File: config.mk
export PLATFORM = sky130hd
export DESIGN_NAME = dram_writer
export DESIGN_NICKNAME = d
export VERILOG_FILES = /design/src/rtl/dram_pkg.sv /design/src/rtl/dram_writer_sample_stacker.sv /design/src/rtl/dram_writer.sv
export SDC_FILE = /design/constraint.sdc
export NUM_CORES = 1
export LEC_CHECK = 0
export BUFFER_PORTS_ARGS = -buffer_cell sky130_fd_sc_hd__buf_2
export CAP_MARGIN = 20
export CELL_PAD_IN_SITES_DETAIL_PLACEMENT = 1
export CELL_PAD_IN_SITES_GLOBAL_PLACEMENT = 2
export CORE_AREA = 5 5 203 146
export DETAILED_ROUTE_END_ITERATION = 16
export DIE_AREA = 0 0 208 151
export PLACE_DENSITY_LB_ADDON = 0.1
export SYNTH_ARGS = -nofsm -noshare
export SYNTH_HDL_FRONTEND = slang
export SYNTH_SLANG_ARGS = --single-unit
File: constraint.sdc
create_clock -name clk -period 4.3 [get_ports clk]
set_input_delay 0 -clock clk [delete_from_list [all_inputs] [get_ports clk]]
set_output_delay 0 -clock clk [all_outputs]
set_load 0.005 [all_outputs]
File: src/rtl/dram_pkg.sv
// Shared DRAM sample-path definitions: widths, chunk word layout and the
// writer FSM encoding. The read path consumes the same chunk_word_t layout.
package dram_pkg;

    localparam int ADDR_W        = 24;
    localparam int SAMPLE_W      = 16;
    localparam int CHUNK_SAMPLES = 8;
    localparam int DATA_W        = SAMPLE_W * CHUNK_SAMPLES;
    localparam int CHUNK_W       = ADDR_W + DATA_W;
    localparam int IDX_W         = $clog2(CHUNK_SAMPLES);

    // One DRAM chunk word as carried on the AXI stream: address in the MSBs.
    typedef struct packed {
        logic [ADDR_W-1:0] addr;
        logic [DATA_W-1:0] data;
    } chunk_word_t;

    typedef enum logic [1:0] {
        ST_IDLE = 2'd0,
        ST_FILL = 2'd1,
        ST_SEND = 2'd2
    } wr_state_t;

endpackage

File: src/rtl/dram_writer_sample_stacker.sv
// sample_stacker: packs consecutive samples into one chunk-wide register.
// Sample k of a chunk lands in lane k (sample 0 in the LSBs). Also remembers
// whether the most recently accepted sample carried tlast.
module sample_stacker
    import dram_pkg::*;
(
    input  logic                clk,
    input  logic                rst,
    input  logic                clear,
    input  logic                accept,
    input  logic [SAMPLE_W-1:0] sample,
    input  logic                last,
    output logic [DATA_W-1:0]   data,
    output logic [IDX_W-1:0]    index,
    output logic                last_seen
);

    // Lane write, fill index and tlast capture; clear wins over accept so a
    // dropped tail leaves the register zeroed for the next chunk.
    always_ff @(posedge clk or posedge rst) begin
        if (rst) begin
            data      <= '0;
            index     <= '0;
            last_seen <= 1'b0;
        end else if (clear) begin
            data      <= '0;
            index     <= '0;
            last_seen <= 1'b0;
        end else if (accept) begin
            for (int k = 0; k < CHUNK_SAMPLES; k++) begin
                if (index == IDX_W'(k)) begin
                    data[k*SAMPLE_W +: SAMPLE_W] <= sample;
                end
            end
            index     <= index + IDX_W'(1);
            last_seen <= last;
        end
    end

endmodule

File: src/rtl/dram_writer.sv
// dram_writer: packs a 16-bit sample stream into 128-bit chunks and emits
// {addr, data} words toward the DRAM write FIFO during sample load.
// Build option DRAM_WRITER_LAST_FLUSH_EN: when defined, a tlast before the
// chunk is full emits a zero-padded partial chunk; otherwise the partial
// samples are dropped and done pulses on the following cycle.
module dram_writer
    import dram_pkg::*;
(
    input  logic                clk,
    input  logic                rst,
    input  logic                start,
    input  logic [ADDR_W-1:0]   base_addr,
    input  logic                sample_axis_tvalid,
    output logic                sample_axis_tready,
    input  logic [SAMPLE_W-1:0] sample_axis_tdata,
    input  logic                sample_axis_tlast,
    output logic                chunk_axis_tvalid,
    input  logic                chunk_axis_tready,
    output logic [CHUNK_W-1:0]  chunk_axis_tdata,
    output logic                busy,
    output logic                done,
    output logic [ADDR_W-1:0]   next_addr
);

    wr_state_t          state;
    wr_state_t          state_nxt;
    logic               accept;
    logic               clear;
    logic               load_addr;
    logic               inc_addr;
    logic               send_done;
    logic               drop_set;
    logic               drop_done;
    logic [DATA_W-1:0]  data;
    logic [IDX_W-1:0]   index;
    logic               last_seen;
    chunk_word_t        word;

    assign accept = sample_axis_tvalid && sample_axis_tready;

    sample_stacker u_stacker (
        .clk       (clk),
        .rst       (rst),
        .clear     (clear),
        .accept    (accept),
        .sample    (sample_axis_tdata),
        .last      (sample_axis_tlast),
        .data      (data),
        .index     (index),
        .last_seen (last_seen)
    );

    // State register.
    always_ff @(posedge clk or posedge rst) begin
        if (rst) begin
            state <= ST_IDLE;
        end else begin
            state <= state_nxt;
        end
    end

    // Next-state and control decode; every output defaults to inactive.
    always_comb begin
        state_nxt          = state;
        sample_axis_tready = 1'b0;
        chunk_axis_tvalid  = 1'b0;
        clear              = 1'b0;
        load_addr          = 1'b0;
        inc_addr           = 1'b0;
        send_done          = 1'b0;
        drop_set           = 1'b0;
        unique case (state)
            ST_IDLE: begin
                if (start) begin
                    load_addr = 1'b1;
                    clear     = 1'b1;
                    state_nxt = ST_FILL;
                end
            end
            ST_FILL: begin
                sample_axis_tready = 1'b1;
                if (accept) begin
                    if (index == IDX_W'(CHUNK_SAMPLES - 1)) begin
                        state_nxt = ST_SEND;
                    end else if (sample_axis_tlast) begin
`ifdef DRAM_WRITER_LAST_FLUSH_EN
                        state_nxt = ST_SEND;
`else
                        clear     = 1'b1;
                        drop_set  = 1'b1;
                        state_nxt = ST_IDLE;
`endif
                    end
                end
            end
            ST_SEND: begin
                chunk_axis_tvalid = 1'b1;
                if (chunk_axis_tready) begin
                    clear    = 1'b1;
                    inc_addr = 1'b1;
                    if (last_seen) begin
                        send_done = 1'b1;
                        state_nxt = ST_IDLE;
                    end else begin
                        state_nxt = ST_FILL;
                    end
                end
            end
            default: begin
                state_nxt = ST_IDLE;
            end
        endcase
    end

    // Chunk address: loaded on start, advanced once per accepted chunk word.
    always_ff @(posedge clk or posedge rst) begin
        if (rst) begin
            next_addr <= '0;
        end else if (load_addr) begin
            next_addr <= base_addr;
        end else if (inc_addr) begin
            next_addr <= next_addr + ADDR_W'(1);
        end
    end

    // A dropped tail reports done one cycle after its tlast sample.
    always_ff @(posedge clk or posedge rst) begin
        if (rst) begin
            drop_done <= 1'b0;
        end else begin
            drop_done <= drop_set;
        end
    end

    assign word.addr        = next_addr;
    assign word.data        = data;
    assign chunk_axis_tdata = word;
    assign busy             = (state != ST_IDLE);
    assign done             = send_done || drop_done;

endmodule

== Yosys cells after proc, flatten, opt, wreduce, memory -nomap -nowiden ==
Index checks and enable logic that the tools add are counted.
Word-level totals
  latch bits: 0
  memories: 0
  RAM bits: 0
  input bits: 46
  word-level logic and storage cells: 89
  bits in registers: 159
  memory bits (read-only): 0
  output and inout port bits: 180
Cells by class
  reductions and logical operators: 24
  add/subtract/negate cells: 2
  shift operators: 0
  equal/unequal tests: 13
  bitwise operators: 0
  order comparisons: 0
  multiply operators: 0
  mux-type cells: 37
  div/mod/pow operators: 0
Operator list (number)
  128-bit two-way mux: 2
  16-bit two-way mux: 8
  24-bit two-way mux: 2
  24-bit by 1-bit adder with 24-bit output (second input constant): 1
  2-bit nonzero test: 11
  1-bit two-way mux: 16
  2-bit AND reduction: 8
  3-bit == test (second input constant): 4
  2-bit two-way mux: 5
  3-bit by 2-bit == test with 1-bit output (second input constant): 2
  3-bit two-way mux: 2
  2-bit inequality test (second input constant): 3
  2-bit one-hot mux with 3 select lines: 1
  4-bit AND reduction: 1
  3-bit by 1-bit adder with 3-bit output (second input constant): 1
  3-bit by 1-bit == test with 1-bit output (second input constant): 1
  3-bit logical NOT: 1
  3-bit inequality test (second input constant): 1
  1-bit one-hot mux with 3 select lines: 1
  2-bit by 1-bit == test with 1-bit output (second input constant): 1
  2-bit == test (second input constant): 1
  2-bit logical NOT: 1
  1-bit logical AND: 1
  1-bit logical OR: 1

== Depth between registers and ports, before layout ==
  depth after elaboration: 7
  gate-level depth with buffers: 8
  gate-level depth less buffers: 5

== By module ==
Synthesis repeated with hierarchy kept, for this count alone.
Second synthesis, totals
  cell total of the unflattened synthesis: 707
  area total of the unflattened synthesis: 7797.5 µm²
By module, submodules not included
  sample_stacker: area each 6062.1 µm², instances 1, seq. area each 3303.2 µm², cells each 504
  dram_writer: area each 1735.4 µm², instances 1, seq. area each 675.6 µm², cells each 203

== Worst setup path before layout ==
OpenSTA, ideal clock, no wires.
  path type: register -> register
  start point: reg u_stacker.index[0]
  end point: reg u_stacker.data[10]
  setup time: 124 ps
  path slack: 2372 ps
  buffers on the path: 3
  data arrival time: 1805 ps
  stages on the path, launching flop included: 9
  required time: 4176 ps
  cell sequence: dfrtp_1 > ha_1 > ha_1 > nor3b_1 > nand2b_1 > clkbuf_1 > clkbuf_1 > buf_2 > a21oi_1
On the way
  cells in the longest elaborated chain, start to end: 6
  elaborated cells between the ends (all ways): 9
  those cells by class: eq/ne: 1; mux: 4; reduce/logical: 4
Ends and longest elaborated chain
  from (decl): RTL line dram_writer_sample_stacker.sv:14  | output logic [IDX_W-1:0] index,
  from (signal assigned): RTL line dram_writer_sample_stacker.sv:35  | index <= index + IDX_W'(1);
  3-bit == test: RTL line dram_writer.sv:83  | if (index == IDX_W'(CHUNK_SAMPLES - 1)) begin
  1-bit two-way mux: RTL line dram_writer.sv:83
  1-bit two-way mux: RTL line dram_writer.sv:82  | if (accept) begin
  1-bit one-hot mux with 3 select lines: RTL line dram_writer.sv:72  | unique case (state)
  2-bit nonzero test (no source line)
  2-bit AND reduction (no source line)
  to (signal, indexed assignment): RTL line dram_writer_sample_stacker.sv:32  | data[k*SAMPLE_W +: SAMPLE_W] <= sample;
  to (decl): RTL line dram_writer_sample_stacker.sv:13  | output logic [DATA_W-1:0] data,
Several ways; a longest one is shown, not always the timed one.
A chain may end at the register's enable or synchronous reset.

== Final worst setup path ==
  start point: reg state[1]
  end point: reg u_stacker.last_seen
On the way
  cells in the longest elaborated chain, start to end: 6
  elaborated cells between the ends (all ways): 9
  those cells by class: eq/ne: 2; mux: 4; reduce/logical: 3
Ends and longest elaborated chain
  from (decl): RTL line dram_writer.sv:25  | wr_state_t state;
  from (signal assigned): RTL line dram_writer.sv:58  | state <= state_nxt;
  2-bit by 1-bit == test with 1-bit output: RTL line dram_writer.sv:72
  1-bit two-way mux: RTL line dram_writer.sv:72
  1-bit logical AND: RTL line dram_writer.sv:39  | assign accept = sample_axis_tvalid && sample_axis_tready;
  1-bit two-way mux: RTL line dram_writer.sv:82
  1-bit one-hot mux with 3 select lines: RTL line dram_writer.sv:72
  1-bit two-way mux / 2-bit nonzero test (equally long branches)
  to (signal assigned): RTL line dram_writer_sample_stacker.sv:36  | last_seen <= last;
  to (decl): RTL line dram_writer_sample_stacker.sv:15  | output logic last_seen
Several ways; a longest one is shown, not always the timed one.

==> run summary <==
First-pass GRT wire length: 44,500 um
Async set-reset flop share out of synthesis: 1.00
Finished Core Util: 0.346
Root Buffer Master: clkbuf_16
Worst-path maximum fanout: 64
Fin. max-slew vios: 0
Mapped Avg Cell Area: 8.78 sq um
CTS H-tree lvls: 4
Die area: 31,400 sq um
Vias in the first global route: 6,944
Maxcap violations: 0
Initial antenna violation count: 0
Pwr Density: 524 nW/um^2
DRT Wirelength: 29,300 um
Area contributors post-synth: dfrtp_1, nand2_1, a21oi_1, buf_4, clkbuf_1
Worst-Skew Late Latency: 0.44 ns
Static Leak: 4.48 nW
Slew HR: 0.385
Req. time, crit path: 4.67 ns
Max Buffers Root-to-Sink: 2
Total GRT Usage: 0.186
Critical path endpoint category: flip-flop
Largest net degree at the start of global routing: 94
Synth top area share: 0.546
First-iteration detailed-routing DRC count: 281
Arrival @ worst endpoint: 3.05 ns
Final HPWL DP: 19,800 um
Setup Skew: 0.0112 ns
Worst Hold Class: primary input to flip-flop
CTS Hold Bufs: 44
Mapped Area: 7290 sq um
Commonest non-fill, non-tap cell in the layout: nand2_1
Finish-stage setup viols: 0
Nets: 1,083
Die X: 208 um
Register area share after synthesis: 0.546
Number of flops mapped to enable cells by yosys: 0
Fin crit period: 2.68 ns
Synth Register Bits: 159
Number of CTS-inserted buffers: 17
Post-CTS Setup Repair Bufs: 0
Drt pass-1 iters: 6
YS warnings: 0
Area grow syn2layout: 30.2%
Antenna Nets Post-Route: 0
Pwr Total: 4.97 mW
Crit share post-route: 0.624
Synth area leader: dfrtp_1
Chip Height: 151 um
Peak VDD IR: 0.254 mV
TNS Setup: 0 ns
Gr ovfl total: 0
Setup crit start kind: flip-flop
Final Hold Viols: 0
I/O Buffers: 225
Max Clock Freq: 372 MHz
CTS resizes: 0
Num ports: 226
Via density: 4.71
Run status: finished, final reports clean
Drt drc: 0
Most used flip-flop cell after synthesis: dfrtp_1
CTS tree: built
CTS Sinks: 159
WS Path Type: flip-flop to flip-flop
Inserted Diodes: 0
Initial Utilization: 0.266
Share of layout cells above drive strength 1: 0.259
Vias post-DR: 6,658
Core area: 27,400 sq um
Drt wl/cell: 20.7 um
Synth Instances: 830
Most frequent cells in the layout: nand2_1, buf_2, dfrtp_1
FP Rows: 51
Least-Margin Pin Slew: 0.915 ns
RSZ-0062 raised after global routing: false
Syn Nets: 883
Reg clk slew, reported paths: 0.07 ns
Synth cell types: 52
Gpl congestion: 0.758
==> cells in the mapped netlist, drive strengths merged (2+ instances only) <==
cell type  count
a31oi          3
ha             7
or3            2
nand3b         3
nor2          16
a211oi         3
nand4         10
xor2           2
nor3b          3
nand2b         3
xnor2          7
inv            8
o22ai          3
and3b          2
a21oi        135
nand2        289
o21ai         10
buf           49
a31o           2
dfrtp        159
nand3         15
o211ai         2
o311ai         6
nor4           7
and2           5
and3           5
a22oi          5
clkbuf        43
nor3           6
nor2b          2
a21o           3
==> kinds of logic (layout without fill, tap and decap cells) <==
| family | Yosys count | count (layout) | synth area share |
|---|---|---|---|
| adder cells (fa/ha/maj) | 7 | 7 | 0.0120 |
| buffers and inverters | 100 | 313 | 0.0726 |
| XOR/XNOR | 9 | 9 | 0.0108 |
| AND/OR/NAND/NOR | 373 | 373 | 0.218 |
| AO/OA/AOI/OAI | 182 | 182 | 0.140 |
| flip-flops | 159 | 159 | 0.546 |
==> through the flow <==
stage	hold slack, ns	instance area (sq um)	setup WS [ns]	instances
final	0.0397	9480	1.62	1414
after global routing	0.0556	9480	1.32	1414
after CTS	0.0118	9480	1.57	1414
after detailed placement	0.166	8450	1.80	1338
after global placement	0.160	8450	1.87	1338
after floorplan	0.116	7290	0.00844	830
==> worst max-delay path, cell delays in order (launching register included) <==
cell and delay (ns):
dfrtp_1 0.59, nand2b_1 0.20, a21o_1 0.46, nand2b_4 0.52
a21oi_1 0.26, dlygate4sd3_1 0.57
==> report_power, final <==
group / total [mW] / leakage [nW] / switching (mW) / internal, mW
Clock: 1.57 / 0.290 / 0.661 / 0.911
Sequential: 2.07 / 2.14 / 0.319 / 1.75
Combinational: 1.32 / 2.05 / 0.783 / 0.540
==> metal layers <==
layer / vias up / wire, um / track usage
met5: - / 0 / 0
met4: 0 / 229 / 0.0417
met3: 16 / 1000 / 0.0313
met2: 133 / 12700 / 0.273
met1: 3374 / 15400 / 0.286
li1: 3135 / - / -
==> final timing paths <==
kind / start / to / slack [ns] / cells past startpoint
max: state[1]$_DFFE_PP0P_ / u_stacker.last_seen$_DFFE_PP0P_ / 1.62 / 5
min: start / state[0]$_DFFE_PP0P_ / 0.04 / 4
min reg2reg: u_stacker.data[19]$_DFFE_PP0P_ / u_stacker.data[19]$_DFFE_PP0P_ / 0.52 / 2
min in group asynchronous: rst / next_addr[23]$_DFFE_PP0P_ / 0.23 / 3
max reg2reg: state[1]$_DFFE_PP0P_ / u_stacker.last_seen$_DFFE_PP0P_ / 1.62 / 5
max in group asynchronous: rst / u_stacker.data[8]$_DFFE_PP0P_ / 3.10 / 4
==> final cells by class <==
type | count | area, sq um
clock inverters | 11 | 113
clock buffers | 21 | 480
flip-flops and latches | 159 | 3980
repair buffers | 273 | 1620
multi-input cells | 571 | 2790
well taps | 371 | 464
inverters | 8 | 35.0
fillers | 3307 | 18000
==> sequential cells by signal, summed over array words and instances (netlist names) <==
name                 count
u_stacker.data         128
next_addr               24
u_stacker.index          3
state                    2
drop_done                1
u_stacker.last_seen      1
No activity file was read; power rests on OpenSTA's default activity.
